==> src/rtl/tmds_channel_rx.sv <==
// TMDS receive lane: finds word alignment from control-token runs and asks the
// deserializer for bit-slips, then decodes each 10-bit word to DE/control/data.
module tmds_channel_rx #(
  parameter int RUN_LEN       = 8,
  parameter int SEARCH_WINDOW = 2048,
  parameter int SLIP_SETTLE   = 16,
  parameter int LOCK_TIMEOUT  = 4194304
) (
  input  logic       I_clk_pixel,
  input  logic       I_reset,
  input  logic [9:0] I_tmds_word,
  output logic       O_bitslip,
  output logic       O_locked,
  output logic       O_de,
  output logic [1:0] O_ctrl,
  output logic [7:0] O_data
);

  // The run counter must be able to hold RUN_LEN itself, not just RUN_LEN-1.
  localparam int RUN_W = $clog2(RUN_LEN + 1);
  localparam int WIN_W = (SEARCH_WINDOW > 1) ? $clog2(SEARCH_WINDOW) : 1;
  localparam int SET_W = (SLIP_SETTLE > 1) ? $clog2(SLIP_SETTLE) : 1;
  localparam int TMO_W = (LOCK_TIMEOUT > 1) ? $clog2(LOCK_TIMEOUT) : 1;

  localparam logic [RUN_W-1:0] RUN_MAX     = RUN_W'(RUN_LEN);
  localparam logic [WIN_W-1:0] WIN_LAST    = WIN_W'(SEARCH_WINDOW - 1);
  localparam logic [SET_W-1:0] SETTLE_LAST = SET_W'(SLIP_SETTLE - 1);
  localparam logic [TMO_W-1:0] TMO_LAST    = TMO_W'(LOCK_TIMEOUT - 1);

  typedef enum logic [1:0] {
    ST_SEARCH,
    ST_SETTLE,
    ST_LOCKED
  } state_t;

  state_t           state_q;
  logic [WIN_W-1:0] win_cnt_q;
  logic [SET_W-1:0] settle_cnt_q;
  logic [TMO_W-1:0] tmo_cnt_q;
  logic [RUN_W-1:0] run_cnt_q, run_cnt_d;
  logic             bitslip_q, locked_q;
  logic             de_q;
  logic [1:0]       ctrl_q;
  logic [7:0]       data_q;

  logic       is_ctrl;
  logic [1:0] tok;
  logic [7:0] data_dec;
  logic       run_hit;

  function automatic logic [7:0] tmds_decode(input logic [9:0] q);
    logic [7:0] qp;
    logic [7:0] d;
    qp   = q[9] ? ~q[7:0] : q[7:0];
    d[0] = qp[0];
    for (int i = 1; i < 8; i++) begin
      d[i] = q[8] ? (qp[i] ^ qp[i-1]) : ~(qp[i] ^ qp[i-1]);
    end
    return d;
  endfunction

  // NOTE: every combinational output gets a default first so no latch is inferred.
  always_comb begin
    is_ctrl = 1'b1;
    tok     = 2'b00;
    case (I_tmds_word)
      10'b1101010100: tok = 2'b00;
      10'b0010101011: tok = 2'b01;
      10'b0101010100: tok = 2'b10;
      10'b1010101011: tok = 2'b11;
      default:        is_ctrl = 1'b0;
    endcase
  end

  assign data_dec = tmds_decode(I_tmds_word);

  // ctrl_q holds the last token seen; a non-zero run count means it was the previous word.
  always_comb begin
    run_cnt_d = '0;
    if (state_q != ST_SETTLE && is_ctrl) begin
      if (run_cnt_q != '0 && tok == ctrl_q) begin
        run_cnt_d = (run_cnt_q == RUN_MAX) ? RUN_MAX : run_cnt_q + 1'b1;
      end else begin
        run_cnt_d = RUN_W'(1);
      end
    end
  end

  assign run_hit = (state_q != ST_SETTLE) && (run_cnt_d == RUN_MAX);

  // NOTE: sequential state uses non-blocking assignments so every flop samples pre-edge values.
  // NOTE: only control/status flops are reset; there is no memory here to worry about.
  always_ff @(posedge I_clk_pixel or posedge I_reset) begin
    if (I_reset) begin
      de_q      <= 1'b0;
      ctrl_q    <= 2'b00;
      data_q    <= 8'h00;
      run_cnt_q <= '0;
    end else begin
      de_q      <= ~is_ctrl;
      run_cnt_q <= run_cnt_d;
      if (is_ctrl) begin
        ctrl_q <= tok;
      end else begin
        data_q <= data_dec;
      end
    end
  end

  always_ff @(posedge I_clk_pixel or posedge I_reset) begin
    if (I_reset) begin
      state_q      <= ST_SEARCH;
      win_cnt_q    <= '0;
      settle_cnt_q <= '0;
      tmo_cnt_q    <= '0;
      bitslip_q    <= 1'b0;
      locked_q     <= 1'b0;
    end else begin
      bitslip_q <= 1'b0;
      case (state_q)
        ST_SEARCH: begin
          // A run hit on the last window cycle takes priority over the slip.
          if (run_hit) begin
            state_q   <= ST_LOCKED;
            locked_q  <= 1'b1;
            tmo_cnt_q <= '0;
          end else if (win_cnt_q == WIN_LAST) begin
            bitslip_q    <= 1'b1;
            state_q      <= ST_SETTLE;
            settle_cnt_q <= '0;
            win_cnt_q    <= '0;
          end else begin
            win_cnt_q <= win_cnt_q + 1'b1;
          end
        end
        ST_SETTLE: begin
          if (settle_cnt_q == SETTLE_LAST) begin
            state_q   <= ST_SEARCH;
            win_cnt_q <= '0;
          end else begin
            settle_cnt_q <= settle_cnt_q + 1'b1;
          end
        end
        ST_LOCKED: begin
          if (run_hit) begin
            tmo_cnt_q <= '0;
          end else if (tmo_cnt_q == TMO_LAST) begin
            state_q   <= ST_SEARCH;
            locked_q  <= 1'b0;
            win_cnt_q <= '0;
          end else begin
            tmo_cnt_q <= tmo_cnt_q + 1'b1;
          end
        end
        default: state_q <= ST_SEARCH;
      endcase
    end
  end

  assign O_bitslip = bitslip_q;
  assign O_locked  = locked_q;
  assign O_de      = de_q;
  assign O_ctrl    = ctrl_q;
  assign O_data    = data_q;

endmodule

==> config.mk <==
export PLATFORM = sky130hd
export DESIGN_NAME = tmds_channel_rx
export DESIGN_NICKNAME = d
export VERILOG_FILES = /design/src/rtl/tmds_channel_rx.sv
export SDC_FILE = /design/constraint.sdc
export NUM_CORES = 1
export LEC_CHECK = 0
export ABC_CLOCK_PERIOD_IN_PS = 2200
export CAP_MARGIN = 0
export CORE_MARGIN = 3
export CORE_UTILIZATION = 45
export CTS_CLUSTER_SIZE = 28
export DETAILED_ROUTE_END_ITERATION = 10
export PLACE_DENSITY = 0.66
export RECOVER_POWER = 25
export SLEW_MARGIN = 10
export SYNTH_ARGS = -nofsm -noshare
export SYNTH_HDL_FRONTEND = slang
export SYNTH_SLANG_ARGS = --single-unit
==> constraint.sdc <==
create_clock -name I_clk_pixel -period 2.2 [get_ports I_clk_pixel]
set_input_delay 0.22 -clock I_clk_pixel [delete_from_list [all_inputs] [get_ports I_clk_pixel]]
set_output_delay 0.22 -clock I_clk_pixel [all_outputs]
set_load 0.05 [all_outputs]
Word-level counts from Yosys, hierarchy flattened
Index checks and enable logic that the tools add are counted.
{ "word_totals": {"ff_bits": 56, "elab_cells": 106} }
{ "op_classes": {"n_addsub": 4, "n_eq_ne": 22, "muxes": 40, "bitwise_logic": 16, "n_reduce_logical": 14} }
{ "op_table": {"columns": ["cell", "n"], "rows": [
  ["22-bit two-way mux", 3],
  ["11-bit two-way mux", 5],
  ["22-bit case mux with 2 select lines", 1],
  ["11-bit case mux with 3 select lines", 1],
  ["4-bit two-way mux", 6],
  ["22-bit by 1-bit adder with 22-bit output, second input constant", 1],
  ["22-bit == test, second input constant", 1],
  ["10-bit == test, second input constant", 2],
  ["1-bit two-way mux", 14],
  ["2-bit != test, second input constant", 7],
  ["4-bit == test, second input constant", 3],
  ["2-bit case mux with 3 select lines", 2],
  ["4-bit AND reduction", 3],
  ["11-bit by 1-bit adder with 11-bit output, second input constant", 1],
  ["11-bit == test, second input constant", 1],
  ["10-bit by 8-bit == test with 1-bit output, second input constant", 1],
  ["10-bit by 9-bit == test with 1-bit output, second input constant", 1],
  ["2-bit two-way mux", 5],
  ["4-bit by 1-bit adder with 4-bit output, second input constant", 2],
  ["8-bit two-way mux", 1],
  ["1-bit NOT", 8],
  ["8-bit NOT", 1],
  ["4-bit case mux with 2 select lines", 1],
  ["1-bit XOR", 7],
  ["14 further kinds", 18]
]} }

Logic depth before layout (Yosys ltp)
{ "logic_depth": {"ltp_word": 10, "depth_mapped": 10, "mapped_depth_nobuf": 8} }

Worst setup path before layout
Ideal clock, no wire load.
{ "synth_path": {"kind": "register to register", "from": "reg ctrl_q[1], in the netlist O_ctrl[1]", "to": "reg win_cnt_q[0]", "arrival_ns": 2.323, "t_required_ns": 2.073, "path_slack_ns": -0.251, "path_stages_with_launch": 8, "path_buffers": 1, "period_less_slack_ns": 2.451, "cell_sequence": "dfrtp_1 clkbuf_1 xnor2_1 or4_4 nand2_2 a41o_1 or2_4 mux2_1"} }
{ "synth_via": {"elab_chain_cells": 8, "elab_cells_between_ends": 9} }
{ "synth_rtl": {"columns": ["element", "line_no", "source"], "rows": [
  ["from (decl)", "43", "logic [1:0] ctrl_q;"],
  ["from (signal assigned)", "103", "ctrl_q <= tok;"],
  ["2-bit == test (*)", "81", "if (run_cnt_q != '0 && tok == ctrl_q) begin"],
  ["1-bit logical AND (*)", "81", null],
  ["4-bit two-way mux (*)", "81", null],
  ["4-bit two-way mux (*)", "80", "if (state_q != ST_SETTLE && is_ctrl) begin"],
  ["4-bit == test (*)", "89", "assign run_hit = (state_q != ST_SETTLE) && (run_cnt_d == RUN_MAX);"],
  ["1-bit logical AND (*)", "89", null],
  ["2-bit != test (no source line)", null, null],
  ["5-bit AND reduction (no source line) (*)", null, null],
  ["to (signal assigned)", "133", "win_cnt_q <= win_cnt_q + 1'b1;"],
  ["to (decl)", "37", "logic [WIN_W-1:0] win_cnt_q;"]
]} }
Every way passes the cells marked *; elsewhere a longest branch is shown, timed or not.
A chain may end at the register's enable or synchronous reset.

Final worst setup path
{ "layout_path": {"from": "reg tmo_cnt_q[1]", "to": "reg win_cnt_q[5]"} }
{ "layout_via": {"elab_chain_cells": 3} }
{ "layout_rtl": {"columns": ["element", "line_no", "source"], "rows": [
  ["from (decl)", "39", "logic [TMO_W-1:0] tmo_cnt_q;"],
  ["from (signal assigned)", "152", "tmo_cnt_q <= tmo_cnt_q + 1'b1;"],
  ["22-bit == test", "147", "end else if (tmo_cnt_q == TMO_LAST) begin"],
  ["2-bit != test (no source line)", null, null],
  ["5-bit AND reduction (no source line)", null, null]
]} }
Every way passes these cells.

==> flow_summary.ini <==
[status]
status = complete, but fails checks
violations = setup timing

[clocking]
clkSlewWorstSetupHoldPaths_ps = 100
h-tree-depth = 2
hold_buffers = 0
clk_latency_ps = 310
cts_buffers = 5
cts_tree = yes
clock-root-buffer = clkbuf_8
clockBufferDepth = 2
clock-sinks = 56

[critical_path]
rr_endpoint = win_cnt_q[5]
crit_slowest_cell = dfrtp_1
cp_top_family = simple AND/OR/NAND/NOR gates
critPathKind = reg -> reg
timing.rr.start = tmo_cnt_q[1]
endpoint_kind = flop
cp-start-kind = flop
cp.buffers_inverters = 1
cp.required_ps = 2410
worstRegToRegCells = 8
path_cells = ha_4 > nand2_4 > nor4_4 > nand2_2 > a221o_2 > or2_4 > buf_6 > o41ai_2
arrival_ps = 2410
crit_path_max_incr_delay_ps = 410
crit_fanout = 6
reg2reg_slack_ps = -5

[hold_path]
hp-class = in -> reg
holdPathEnd = O_data[4]
min_path_cells = 4
hp-start = I_tmds_word[3]

[power_and_ir_drop]
p_int_w = 0.00157
swShare_pct = 25.5
power_density_mw_per_mm2 = 440
report.power.total_w = 0.00211
p_comb_share_pct = 14.1
p_leak_nw = 2.07
p_clk_share_pct = 35.0
peakVddDrop_uv = 361
pwr-share-seq_pct = 50.8
power_switching_w = 0.000539

[finish]
layout.nets = 515
layout-area-overhead-vs-synth_pct = 34.4
n_antenna_cell = 0
drive_gt1_share_pct = 28.8
stdcell_area_mm2 = 0.00480

[sta]
finalCriticalPeriod_ps = 2210
setup_viol = 1
max_freq_mhz = 454
setup_slack_ps = -5.04
finalMaxSlewViolations = 0
relSlewSlack_pct = 7.28
period_share_pct = 100
rsz0062_at_grt = true
skew_ps = 10.0
worst_pin_slew_ps = 1390
final_hold_viol_count = 0

[drt]
drc = 0
first_pass_iters = 4
drt_iter0_drc = 174
wl_um = 8590
vias = 3309
via_per_inst = 5.56
wl_per_cell_um = 14.4
drtAntennaViolNets = 0

[synthesis]
yosys_warnings = 0
syn_avg_cell_area_um2 = 9.02
synth_cells = 396
netlist_area_mm2 = 0.00357
async_reset_ff_share_pct = 100
synth_edf_count = 0
syn_nets = 416
yosysSeqAreaShare_pct = 39.2
yosys_register_bits = 56
synth_cell_types = 68
synth_ff_type = dfrtp_1

[placement]
place_congestion = 0.869
post-place-ws_ps = -458
dp_hpwl_um = 6180
io_buffer_count = 24
placed_area_mm2 = 0.00447

[floorplanning]
die-area_mm2 = 0.00904
core_mm2 = 0.00749
start_util_pct = 47.7
die_w_um = 95.1
die_h_um = 95.1
core.rowCount = 31
io-pin-count = 25

[grt]
track_usage_pct = 20.0
grt_max_degree = 57
grt_overflow = 0
antenna_found_initial = 0
first_global_vias = 3257
grt_pass1_wl_um = 14700

[flow_run]
maxCapViolations = 0
[placed cells by master (no fill, tap or decap), drive strengths merged, types with 4 or more instances in the layout]
| cell type | count |
|---|---|
| a211oi | 8 |
| mux2i | 6 |
| a21oi | 19 |
| nand3 | 25 |
| dlygate4sd2 | 4 |
| clkbuf | 8 |
| o22ai | 4 |
| or4 | 5 |
| or2 | 6 |
| nand4 | 6 |
| and3 | 6 |
| a22o | 5 |
| nand2 | 46 |
| dfrtp | 56 |
| o31ai | 7 |
| nand2b | 6 |
| o211ai | 5 |
| or3 | 5 |
| buf | 85 |
| clkdlybuf4s50 | 17 |
| xnor2 | 14 |
| nand3b | 11 |
| nor2 | 31 |
| a21o | 7 |
| o21ai | 30 |
| inv | 14 |
| ha | 8 |
[through the flow]
step | cells | util (%) | setup TNS [ps] | hold slack, ps
2_1_floorplan | 396 | - | -202 | 414
6_report | 595 | 64.1 | -5.04 | 439
3_3_place_gp | 577 | 59.7 | -14160 | 468
4_1_cts | 589 | 61.9 | 0 | 281
3_5_place_dp | 577 | 59.7 | -15390 | 468
5_1_grt | 595 | 64.1 | -275 | 449
[layer usage]
layer | vias up | track usage (%) | wire (um)
li1 | 1652 | - | -
met3 | 8 | 3.55 | 222
met4 | 0 | 4.09 | 76
met2 | 40 | 34.4 | 4160
met1 | 1609 | 26.4 | 4120
met5 | - | 0 | 0
[cells in the mapped netlist, types with 7 or more instances]
master     n  area, um2
nand3_1   24        120
nor2_1    31        116
xnor2_1   14        123
dfrtp_1   56       1400
o31ai_1    7       52.6
a211oi_1   8       60.1
ha_1       8        100
nand3b_1  11       82.6
o21ai_0   27        135
inv_1     15       56.3
a21oi_1   17       85.1
a21o_1     7       52.6
clkbuf_1  11       41.3
nand2_1   45        169
[final cells by class]
cell class                 instances  area (um2)
clock buffer                       7        96.3
clock inverter                     1        30.0
fill                             604        2690
inverter                          16        60.1
multi-input combinational        306        2150
sequential                        56        1400
tap                               99         124
timing repair buffer             110         933
[sequential cells by signal, indices dropped and copies added, names as in the netlist]
register	cells
O_bitslip	1
O_ctrl	2
O_data	8
O_de	1
O_locked	1
run_cnt_q	4
settle_cnt_q	4
state_q	2
tmo_cnt_q	22
win_cnt_q	11
[repair_timing]
action,CTS,global route
pin swaps,7,15
endpoints found under the setup margin,33,33
setup buffers,4,6
gates resized for setup,10,30
endpoints found under the hold margin,0,0
[worst max-delay path by stage]
stage	from	endpoint	slack (ps)	depth (start not counted)
2_1_floorplan	O_ctrl[1]	win_cnt_q[0]	-70	7
3_3_place_gp	I_tmds_word[4]	settle_cnt_q[3]	-420	7
3_5_place_dp	I_tmds_word[1]	settle_cnt_q[3]	-460	7
4_1_cts	run_cnt_q[1]	tmo_cnt_q[0]	5	9
5_1_grt	tmo_cnt_q[1]	win_cnt_q[8]	-80	8
6_report	tmo_cnt_q[1]	win_cnt_q[5]	-5	8
[power by group through the flow]
stage          Sequential [W]  Combinational (W)  Clock, W
2_1_floorplan         0.00119          0.0000994         0
3_3_place_gp          0.00109           0.000304         0
3_5_place_dp          0.00109           0.000309         0
4_1_cts               0.00107           0.000306  0.000757
5_1_grt               0.00108           0.000319  0.000803
6_report              0.00107           0.000299  0.000741
[logic make-up after synthesis]
group	synth area share, %
buffers and inverters	4.48
AO/OA/AOI/OAI	22.4
AND/OR/NAND/NOR	25.4
adder cells (fa/ha/maj)	2.80
XOR/XNOR	3.68
multiplexers	2.00
flip-flops	39.2
[tightest hold or removal path: cells and delay by family]
| kind | cells | cell delay, ps |
|---|---|---|
| buf+inv | 2 | 320 |
| xor+xnor | 1 | 110 |
| compound gates | 1 | 60 |
Power figures use the tool's default switching activity.
